==> config.mk <==
export PLATFORM = sky130hd
export DESIGN_NAME = cfg_watchdog_flat
export DESIGN_NICKNAME = d
export VERILOG_FILES = /design/src/rtl/cfg_watchdog_if.sv /design/src/rtl/cfg_watchdog.sv /design/src/flat_wrapper.sv
export SDC_FILE = /design/constraint.sdc
export NUM_CORES = 1
export LEC_CHECK = 0
export ABC_AREA = 1
export BUFFER_PORTS_ARGS = -buffer_cell sky130_fd_sc_hd__buf_2
export CAP_MARGIN = 20
export CORE_ASPECT_RATIO = 1.25
export CORE_MARGIN = 2
export CORE_UTILIZATION = 39
export DETAILED_ROUTE_END_ITERATION = 8
export PLACE_DENSITY = 0.7
export SETUP_SLACK_MARGIN = 0.4
export SYNTH_ARGS = -nofsm -noshare
export SYNTH_HDL_FRONTEND = slang
export SYNTH_SLANG_ARGS = --single-unit
==> constraint.sdc <==
create_clock -name clk -period 1.9 [get_ports clk]
set_input_delay 0.095 -clock clk [delete_from_list [all_inputs] [get_ports clk]]
set_output_delay 0.095 -clock clk [all_outputs]
set_load 0.01 [all_outputs]
==> src/rtl/cfg_watchdog_if.sv <==
// Control/status bundle between the config register block and the watchdog.
interface cfg_watchdog_if #(
   parameter int unsigned EXP_W = 8
) ();
   logic             heartbeat;
   logic [31:0]      div_factor;
   logic             cfg_we;
   logic             timeout;
   logic [EXP_W-1:0] expire_cnt;
   logic [1:0]       wdt_state;

   modport master (
      output heartbeat, div_factor, cfg_we,
      input  timeout, expire_cnt, wdt_state
   );

   modport slave (
      input  heartbeat, div_factor, cfg_we,
      output timeout, expire_cnt, wdt_state
   );
endinterface

==> src/rtl/cfg_watchdog.sv <==
// Heartbeat watchdog: prescales clk by div_factor+1 into ticks and raises a
// sticky timeout after TIMEOUT_TICKS ticks without a heartbeat.
module cfg_watchdog #(
   parameter int unsigned TIMEOUT_TICKS = 16,
   parameter int unsigned CNT_W         = 16,
   parameter int unsigned EXP_W         = 8
) (
   input logic           clk,
   input logic           rst_n,
   cfg_watchdog_if.slave bus
);

   localparam int unsigned PRESC_W = 32;
   localparam logic [CNT_W-1:0] WIN_LAST = CNT_W'(TIMEOUT_TICKS - 1);

   typedef enum logic [1:0] {
      IDLE    = 2'd0,
      RUN     = 2'd1,
      EXPIRED = 2'd2
   } state_t;

   state_t             state;
   logic [PRESC_W-1:0] presc;
   logic [CNT_W-1:0]   window;
   logic               timeout_q;
   logic [EXP_W-1:0]   exp_q;

   // Heartbeat has priority over cfg_we and over an expiring tick. The
   // prescaler compare uses >= so a lowered div_factor ticks on the next clk.
   always_ff @(posedge clk or negedge rst_n) begin
      if (!rst_n) begin
         state     <= IDLE;
         presc     <= '0;
         window    <= '0;
         timeout_q <= 1'b0;
         exp_q     <= '0;
      end else begin
         case (state)
            IDLE: begin
               if (bus.heartbeat) begin
                  state  <= RUN;
                  presc  <= '0;
                  window <= '0;
               end
               timeout_q <= 1'b0;
            end
            RUN: begin
               if (bus.heartbeat) begin
                  presc  <= '0;
                  window <= '0;
               end else if (bus.cfg_we) begin
                  presc <= '0;
               end else if (presc >= bus.div_factor) begin
                  presc <= '0;
                  if (window == WIN_LAST) begin
                     state     <= EXPIRED;
                     timeout_q <= 1'b1;
                     if (exp_q != '1) exp_q <= exp_q + EXP_W'(1);
                  end else begin
                     window <= window + CNT_W'(1);
                  end
               end else begin
                  presc <= presc + PRESC_W'(1);
               end
            end
            EXPIRED: begin
               if (bus.heartbeat) begin
                  state     <= RUN;
                  presc     <= '0;
                  window    <= '0;
                  timeout_q <= 1'b0;
               end
            end
            default: begin
               state     <= IDLE;
               presc     <= '0;
               window    <= '0;
               timeout_q <= 1'b0;
            end
         endcase
      end
   end

   assign bus.timeout    = timeout_q;
   assign bus.expire_cnt = exp_q;
   assign bus.wdt_state  = state;

endmodule

==> src/flat_wrapper.sv <==
// flat-port wrapper written by rule: the top's interface ports become plain ports
module cfg_watchdog_flat 
#(
   parameter int unsigned TIMEOUT_TICKS = 16,
   parameter int unsigned CNT_W         = 16,
   parameter int unsigned EXP_W         = 8
)
  (clk, rst_n, bus_heartbeat, bus_div_factor, bus_cfg_we, bus_timeout, bus_expire_cnt, bus_wdt_state);
  cfg_watchdog_if #(.EXP_W(EXP_W)) bus_i ();
  input logic clk;
  input logic rst_n;
  input wire logic [$bits(bus_i.heartbeat)-1:0] bus_heartbeat;
  input wire logic [$bits(bus_i.div_factor)-1:0] bus_div_factor;
  input wire logic [$bits(bus_i.cfg_we)-1:0] bus_cfg_we;
  output wire logic [$bits(bus_i.timeout)-1:0] bus_timeout;
  output wire logic [$bits(bus_i.expire_cnt)-1:0] bus_expire_cnt;
  output wire logic [$bits(bus_i.wdt_state)-1:0] bus_wdt_state;
  assign bus_i.heartbeat = bus_heartbeat;
  assign bus_i.div_factor = bus_div_factor;
  assign bus_i.cfg_we = bus_cfg_we;
  assign bus_timeout = bus_i.timeout;
  assign bus_expire_cnt = bus_i.expire_cnt;
  assign bus_wdt_state = bus_i.wdt_state;
  cfg_watchdog #(.TIMEOUT_TICKS(TIMEOUT_TICKS), .CNT_W(CNT_W), .EXP_W(EXP_W)) u_core (.clk(clk), .rst_n(rst_n), .bus(bus_i));
endmodule
**Word-level counts from Yosys, hierarchy flattened**

Cells that the tools add are included.

- Flip-flop bits (word level): 59
- Input bits: 36
- Output and inout port bits: 11
- Word-level logic and storage cells: 53

- Add/subtract/negate cells: 3
- $lt $le $gt $ge: 1
- Equality and inequality tests: 13
- Multiplexer cells: 23
- Bitwise gates (word level): 2
- Reduce and logical (&&, ||, !) cells: 6

Operator list:

| cell | number |
|---|---|
| $mux W32 | 4 |
| $mux W16 | 5 |
| $pmux W32 S2 | 1 |
| $add A32 B1 Y32 const B | 1 |
| $ge A32 B32 Y1 | 1 |
| $pmux W16 S2 | 1 |
| $add A16 B1 Y16 const B | 1 |
| $eq A16 B4 Y1 const B | 1 |
| $mux W2 | 5 |
| $reduce_and A5 Y1 | 2 |
| $add A8 B1 Y8 const B | 1 |
| $ne A8 B8 Y1 const B | 1 |
| $ne A2 B1 Y1 const B | 3 |
| $ne A2 B2 Y1 const B | 3 |
| $ne A3 B3 Y1 const B | 2 |
| $reduce_and A6 Y1 | 1 |
| $mux W1 | 5 |
| $pmux W2 S2 | 1 |
| $reduce_and A4 Y1 | 1 |
| $ne A3 B2 Y1 const B | 1 |
| $eq A2 B1 Y1 const B | 1 |
| $eq A2 B2 Y1 const B | 1 |
| $logic_not A2 Y1 | 1 |
| $not A1 Y1 | 2 |
| other kinds (2) | 2 |

**Depth between registers and ports, before layout**

Gate-level depths: netlist (run 1).

- Depth in word-level cells: 6
- Depth in mapped cells: 18
- Mapped depth without buffers: 17

**Worst setup path before layout (run 1)**

No wires, ideal clock.

- Path type: register to register
- From: register u_core.presc[23]
- To: register u_core.presc[26]
- Setup time: 0.130 ns
- Data arrival time: 1.735 ns
- Required time: 1.770 ns
- Path slack: 0.035 ns
- Cell stages (with the launch flop): 11
- Buffers on the path: 0
- Clock period less this slack: 1.865 ns
- Cell sequence: dfrtp_1 ha_1 nand2_1 nor2_1 nand2_1 a21oi_1 nor2_4 nand2_8 clkinv_1 nand3_1 o21ai_0

- Word-level cells in the longest chain between the ends: 5
- Elaborated cells on any way between the ends: 6
- Classes of those cells: add/sub (1); order compare (1); mux (4)

Ends and longest elaborated chain:

| item | RTL line | text |
|---|---|---|
| from (decl) | cfg_watchdog.sv:23 | `logic [PRESC_W-1:0] presc;` |
| from (signal assigned) | cfg_watchdog.sv:63 | `presc <= presc + PRESC_W'(1);` |
| $add A32 B1 Y32 or $ge A32 B32 Y1 (tied branches) | cfg_watchdog.sv:63, cfg_watchdog.sv:53 |  |
| $mux W32 (*) | cfg_watchdog.sv:53 | `end else if (presc >= bus.div_factor) begin` |
| $mux W32 (*) | cfg_watchdog.sv:51 | `end else if (bus.cfg_we) begin` |
| $mux W32 (*) | cfg_watchdog.sv:48 | `if (bus.heartbeat) begin` |
| $pmux W32 S2 (*) | cfg_watchdog.sv:38 | `case (state)` |

Mark *: on every way between the ends. The rest lies on a longest branch, timed or not.
A chain may end at the register's enable or synchronous reset.

**Worst setup path in the final report (run 1)**

- From: register u_core.presc[5]
- To: register u_core.presc[16]

Same word-level chain as after synthesis.

==> flow_summary.json, run 1 <==
{
  "clock_sinks": 59,
  "clock_latency_ns": 0.33,
  "fmax_mhz": 494.6,
  "violations": "setup timing",
  "cts-root-to-sink-buffers": 2,
  "run_status": "complete, but fails checks",
  "grt_pass1_wl_um": 20030,
  "cts_tree": "built",
  "detail_route.drc_violations": 0,
  "timing.critical_path.to_type": "flip-flop",
  "ctsRootBufferMaster": "clkbuf_16",
  "antenna_violations_before_repair": 0,
  "worst_hold_startpoint": "bus_heartbeat",
  "vias_per_cell": 5.477,
  "numPortBuffers": 46,
  "slew_violations": 0,
  "synth-warning-count": 0,
  "hold_viol_final": 0,
  "final_layout_size_suffix_gt1_share_pct": 36.49,
  "io_pins": 47,
  "timing.critical_path.from": "u_core.presc[5]$_DFFE_PN0N_",
  "dr_total_vias": 4792,
  "design_area_um2": 6371,
  "routed_wl_um": 13180,
  "postSynth.topFlopCell": "dfrtp_1",
  "timing.clock.skew_ns": 0.007351,
  "min_period_ns": 2.022,
  "critical_path.startpoint_type": "flip-flop",
  "worst_slack_ns": -0.1219,
  "maximum_number_of_pins_on_one_net_before_global_route_repair": 29,
  "track_usage_pct": 19.96,
  "place_hpwl_um": 8546,
  "detailedRoute.firstIterationViolations": 297,
  "drt-pass1-iter-count": 4,
  "cts_inserted_buffers": 9,
  "initial_utilization_pct": 40.12,
  "via_count_of_the_first_global_routing_pass": 4741,
  "synth-edff-count": 0,
  "global_route.overflow_total": 0,
  "crit_arrival_ns": 2.28,
  "synth_top_cell_by_area": "dfrtp_1",
  "syn_avg_cell_area_um2": 7.242,
  "worst_slew_pin_slew_ns": 0.4783,
  "synth_largest_type_area_fraction_pct": 33.04,
  "antenna_left": 0,
  "min_path_type": "input pin to flip-flop",
  "grt_setup_unrepaired": "yes",
  "synthArstFlopShare_pct": 100.0,
  "hold-worst-slack_ns": 0.05928,
  "utilization_pct": 57.21,
  "antennaDiodeCount": 0,
  "final_min_period_over_clock_period_pct": 106.4,
  "synthesis.area_um2": 4468,
  "place_congestion": 0.9120,
  "area_delta_synth_final_pct": 42.59,
  "cts-htree-levels": 3,
  "power.static_leakage_uw": 0.003024,
  "design.final.nets": 806,
  "core_area_um2": 11140,
  "synth_seq_area_share_pct": 33.04,
  "post_detailed_placement_cell_area_um2": 5216,
  "path_max_fanout": 10,
  "timing.setup.tns_ns": -2.619,
  "crit_required_ns": 2.15,
  "final-setup-viol-count": 48,
  "critical_path.reg2reg.startpoint": "u_core.presc[5]$_DFFE_PN0N_",
  "num_rows": 43,
  "postSynthNetCount": 688,
  "design.die.area_um2": 12330,
  "worst_setup_hold_path_clk_slew_ns": 0.06,
  "max-slew-margin-rel_pct": 68.00,
  "worst_case_vdd_ir_drop_mv": 0.3814,
  "worst-setup-path-type": "flip-flop to flip-flop",
  "routed_wire_length_per_instance_um": 15.06,
  "cap_violations": 0,
  "ys_seq_elements": 59,
  "fp.dieH_um": 123.7,
  "floorplan.die.width_um": 99.74,
  "synth.top_cells.by_area": "dfrtp_1, nand2_1, ha_1",
  "power_per_cell_area_nw_per_um2": 538.0,
  "fillerInstances": 928,
  "yosysUniqueCellTypes": 44,
  "synthesis.instances": 617
}
## registers in the layout, summed over array words and instances (netlist names)
signal                 cells
u_core.presc              32
u_core.window             16
u_core.bus.expire_cnt      8
u_core.bus.wdt_state       2
u_core.bus.timeout         1
## timing repair
| action | CTS | global route |
|---|---|---|
| setup endpoints to repair | 59 | 59 |
| hold endpoints to repair | 17 | 0 |
| resized for setup | 46 | 106 |
| hold buffers | 1 | 0 |
| gates cloned | 4 | 2 |
| buffers inserted | 10 | 8 |
| pin swaps | 10 | 24 |
## through the flow
stage	total power [uW]	setup slack, ns	cells
after floorplan	1471	0.06792	617
after global placement	1589	-0.08303	834
after detailed placement	1604	-0.1646	834
after CTS	3369	-0.06492	865
after global routing	3546	-0.2064	875
final	3427	-0.1219	875
## final timing paths
kind	to	slack, ns	cells past startpoint
setup / recovery	u_core.presc[16]$_DFFE_PN0N_	-0.12	15
hold / removal	u_core.bus.wdt_state[0]$_DFFE_PN0P_	0.06	3
setup reg to reg	u_core.presc[16]$_DFFE_PN0N_	-0.12	15
hold reg to reg	u_core.bus.expire_cnt[6]$_DFFE_PN0P_	0.52	2
max in group asynchronous	u_core.presc[21]$_DFFE_PN0N_	1.06	3
min in group asynchronous	u_core.window[6]$_DFFE_PN0P_	0.25	2
## cell usage after synthesis (all sizes together) (6+ instances only)
library cell	instances
nor3	21
nand2	152
inv	102
nand4	24
o22ai	6
o21ai	50
ha	35
a21oi	26
dfrtp	59
nand3	42
xor2	11
nor2	53
nor4	6
## routing by layer
layer | GRT usage [%] | wire [um] | share of wire, %
met5 | 0 | 0 | 0
met4 | 8.219 | 321 | 2.4
met3 | 4.097 | 647 | 4.9
met2 | 37.50 | 7088 | 54
met1 | 21.77 | 5121 | 39
## kinds of logic after synthesis
group           after synthesis  synth area share, %
xor+xnor                     14                2.744
flops                        59                33.04
buf+inv                     110                9.717
compound gates               92                11.17
fa+ha+maj                    35                9.801
simple gates                307                33.52
## worst max-delay path: stages, from the launching register on
cell and delay [ns]:
dfrtp_1 0.42, ha_4 0.26, nand2_2 0.05, nand2_1 0.04, nand2_1 0.06, nand2_1 0.04, nor2_1 0.10, nand2_1 0.09
nand2_1 0.08, nand2_2 0.07, nand2_4 0.09, nand2_8 0.10, nor2_4 0.18, buf_12 0.16, inv_8 0.06, o21ai_2 0.12
## where the power goes
part | internal (uW) | total, uW | switching, uW
clock network | 1140 | 1730 | 593
registers | 1270 | 1290 | 17.3
logic | 156 | 405 | 249
## placed cells by master, fill, tap and decap left out, types with 12 or more instances in the layout
cell and count:
buf_4 53, ha_1 22, nor3_1 17, buf_2 46, dfrtp_1 58, nand2_2 24, nand4_1 23, a21oi_1 19
nand3_2 15, ha_4 12, inv_1 92, o21ai_2 21, nand2_1 118, nor2_1 35, o21ai_1 18, nand3_1 23
## layout make-up
cell class              count  area (um^2)  share of cell area [%]
clock buffers              10        229.0                   3.594
clock inverters             6        80.08                   1.257
inverters                 103        406.6                   6.383
multi-input cells         452         3209                   50.37
flip-flops and latches     59         1478                   23.19
well taps                 135        168.9                   2.651
repair buffers            109        788.3                   12.37
repair inverters            1        11.26                  0.1767
No activity file was read; power rests on OpenSTA's default activity.
==> run 2: changes to the inputs <==
--- a/config.mk
+++ b/config.mk
@@ -13,6 +13,7 @@
 export CORE_UTILIZATION = 39
 export DETAILED_ROUTE_END_ITERATION = 8
 export PLACE_DENSITY = 0.7
+export RECOVER_POWER = 25
 export SETUP_SLACK_MARGIN = 0.4
 export SYNTH_ARGS = -nofsm -noshare
 export SYNTH_HDL_FRONTEND = slang
==> run 2 against run 1 <==
Compared with the run above: the run still ends with setup timing left; non-clock buffer count unchanged; critical endpoint unchanged; count of clock-buffer cells in the layout unchanged; setup slack better by 0.0011 ns; highest routed layer unchanged; final cell count unchanged; wire length about the same; sequential cell count unchanged; clock power about the same; register-to-register slack about the same.
==> flow_summary.json, run 2 (synthesis results as in run 1) <==
{
  "final_layout_size_suffix_gt1_share_pct": 36.35,
  "global_route_met1_usage_pct": 21.77,
  "worst_case_vdd_ir_drop_mv": 0.3783,
  "cap_violations": 0,
  "antennaDiodeCount": 0,
  "power.static_leakage_uw": 0.003016,
  "utilization_pct": 57.08,
  "final_cell_mix": "nand2_1, inv_1, dfrtp_1",
  "ctsRootBufferMaster": "clkbuf_16",
  "routed_wire_length_per_instance_um": 15.07,
  "worst_setup_hold_path_clk_slew_ns": 0.06,
  "area_delta_synth_final_pct": 42.29,
  "grt_setup_unrepaired": "yes",
  "timing.setup.tns_ns": -2.655,
  "min_path_type": "input pin to flip-flop",
  "initial_utilization_pct": 40.12,
  "antenna_violations_before_repair": 0,
  "path_max_fanout": 10,
  "io_pins": 47,
  "maximum_number_of_pins_on_one_net_before_global_route_repair": 29,
  "largest_register_ffs": 32,
  "worst_slew_pin_slew_ns": 1.054,
  "fillerInstances": 930,
  "violations": "setup timing",
  "run_status": "complete, but fails checks",
  "clock_sinks": 59,
  "grtUsageMet3_pct": 4.097,
  "via_count_of_the_first_global_routing_pass": 4741,
  "worst_slack_ns": -0.1208,
  "worst-setup-path-type": "flip-flop to flip-flop",
  "regMostFlops": "u_core.presc",
  "r2r_setup_slack_ns": -0.12,
  "clock_latency_ns": 0.33,
  "slew_violations": 0,
  "detailedRoute.firstIterationViolations": 266,
  "track_usage_pct": 19.96,
  "core_area_um2": 11140,
  "numPortBuffers": 46,
  "timing.clock.skew_ns": 0.007979,
  "final-setup-viol-count": 48,
  "dr_total_vias": 4805,
  "cts-htree-levels": 3,
  "crit_arrival_ns": 2.27,
  "grt_pass1_wl_um": 20030,
  "cts-root-to-sink-buffers": 2,
  "min_period_ns": 2.021,
  "routed_wl_um": 13190,
  "drt-pass1-iter-count": 5,
  "use_met2_pct": 37.50,
  "vias_per_cell": 5.491,
  "detail_route.drc_violations": 0,
  "report.power.total_uw": 3423,
  "final_min_period_over_clock_period_pct": 106.4,
  "max-slew-margin-rel_pct": 29.73,
  "crit_required_ns": 2.15,
  "dp_cells": 834,
  "design.final.nets": 806,
  "critical_path.startpoint_type": "flip-flop",
  "layout_commonest_cell": "nand2_1",
  "num_rows": 43,
  "place_hpwl_um": 8546,
  "fp.dieH_um": 123.7,
  "cts_tree": "built",
  "global_route.overflow_total": 0,
  "floorplan.die.width_um": 99.74,
  "fmax_mhz": 494.8,
  "hold_viol_final": 0,
  "antenna_left": 0,
  "timing.critical_path.to_type": "flip-flop",
  "cts_inserted_buffers": 9,
  "design.die.area_um2": 12330,
  "place_congestion": 0.9120,
  "power_per_cell_area_nw_per_um2": 538.4,
  "finalNonFillerCells": 875,
  "grt.busiest_layer": "met2"
}
run 2: worst paths after layout:
check                                                     startpoint                              endpoint  cells after the start
worst max-delay path                     u_core.presc[5]$_DFFE_PN0N_          u_core.presc[16]$_DFFE_PN0N_                     15
worst min-delay path                                   bus_heartbeat   u_core.bus.wdt_state[0]$_DFFE_PN0P_                      3
worst max register to register           u_core.presc[5]$_DFFE_PN0N_          u_core.presc[16]$_DFFE_PN0N_                     15
worst min register to register  u_core.bus.expire_cnt[6]$_DFFE_PN0P_  u_core.bus.expire_cnt[6]$_DFFE_PN0P_                      2
max in group asynchronous                                      rst_n          u_core.presc[24]$_DFFE_PN0N_                      3
min in group asynchronous                                      rst_n          u_core.window[6]$_DFFE_PN0P_                      2
run 2: power breakdown:
part	internal, uW	switching, uW	leakage [uW]	total [uW]
registers	1270	17.3	0.000816	1290
clock network	1140	592	0.000156	1730
logic	153	249	0.00204	401
run 2: cell type report:
cell class	count	area [um^2]	share of cell area, %
multi-input combinational	452	3209	50.48
timing repair buffer	109	774.5	12.18
inverter	103	406.6	6.396
timing repair inverter	1	11.26	0.1771
tap	135	168.9	2.657
clock inverter	6	80.08	1.260
sequential	59	1478	23.24
clock buffer	10	229.0	3.602
run 2: critical path: stages, from the launching register on:
cell and delay [ns]:
dfrtp_1 0.42, ha_4 0.26, nand2_2 0.05, nand2_1 0.04, nand2_1 0.06, nand2_1 0.04
nor2_1 0.10, nand2_1 0.10, nand2_1 0.08, nand2_2 0.07, nand2_4 0.09, nand2_8 0.10
nor2_4 0.18, buf_12 0.16, inv_8 0.06, o21ai_2 0.12
run 2: what timing repair did:
item,in CTS,in global routing
cloned,4,2
pin swaps,10,24
buffers inserted,10,8
endpoints found under the hold margin,17,0
endpoints found under the setup margin,59,59
resized for setup,46,106
hold buffers,1,0
run 2: stage by stage:
stage | worst slack [ns] | instance area (um^2) | hold WS [ns]
6_report | -0.1208 | 6357 | 0.05577
5_1_grt | -0.2064 | 6357 | 0.06829
4_1_cts | -0.06492 | 5806 | 0.05567
3_5_place_dp | -0.1646 | 5216 | 0.07762
3_3_place_gp | -0.08303 | 5216 | 0.07209
2_1_floorplan | 0.06792 | 4517 | -0.2006
run 2: metal layers:
metal	vias up	routed length, um
li1	2282	-
met1	2302	5073
met2	182	7068
met3	39	727
met4	0	316
met5	-	0
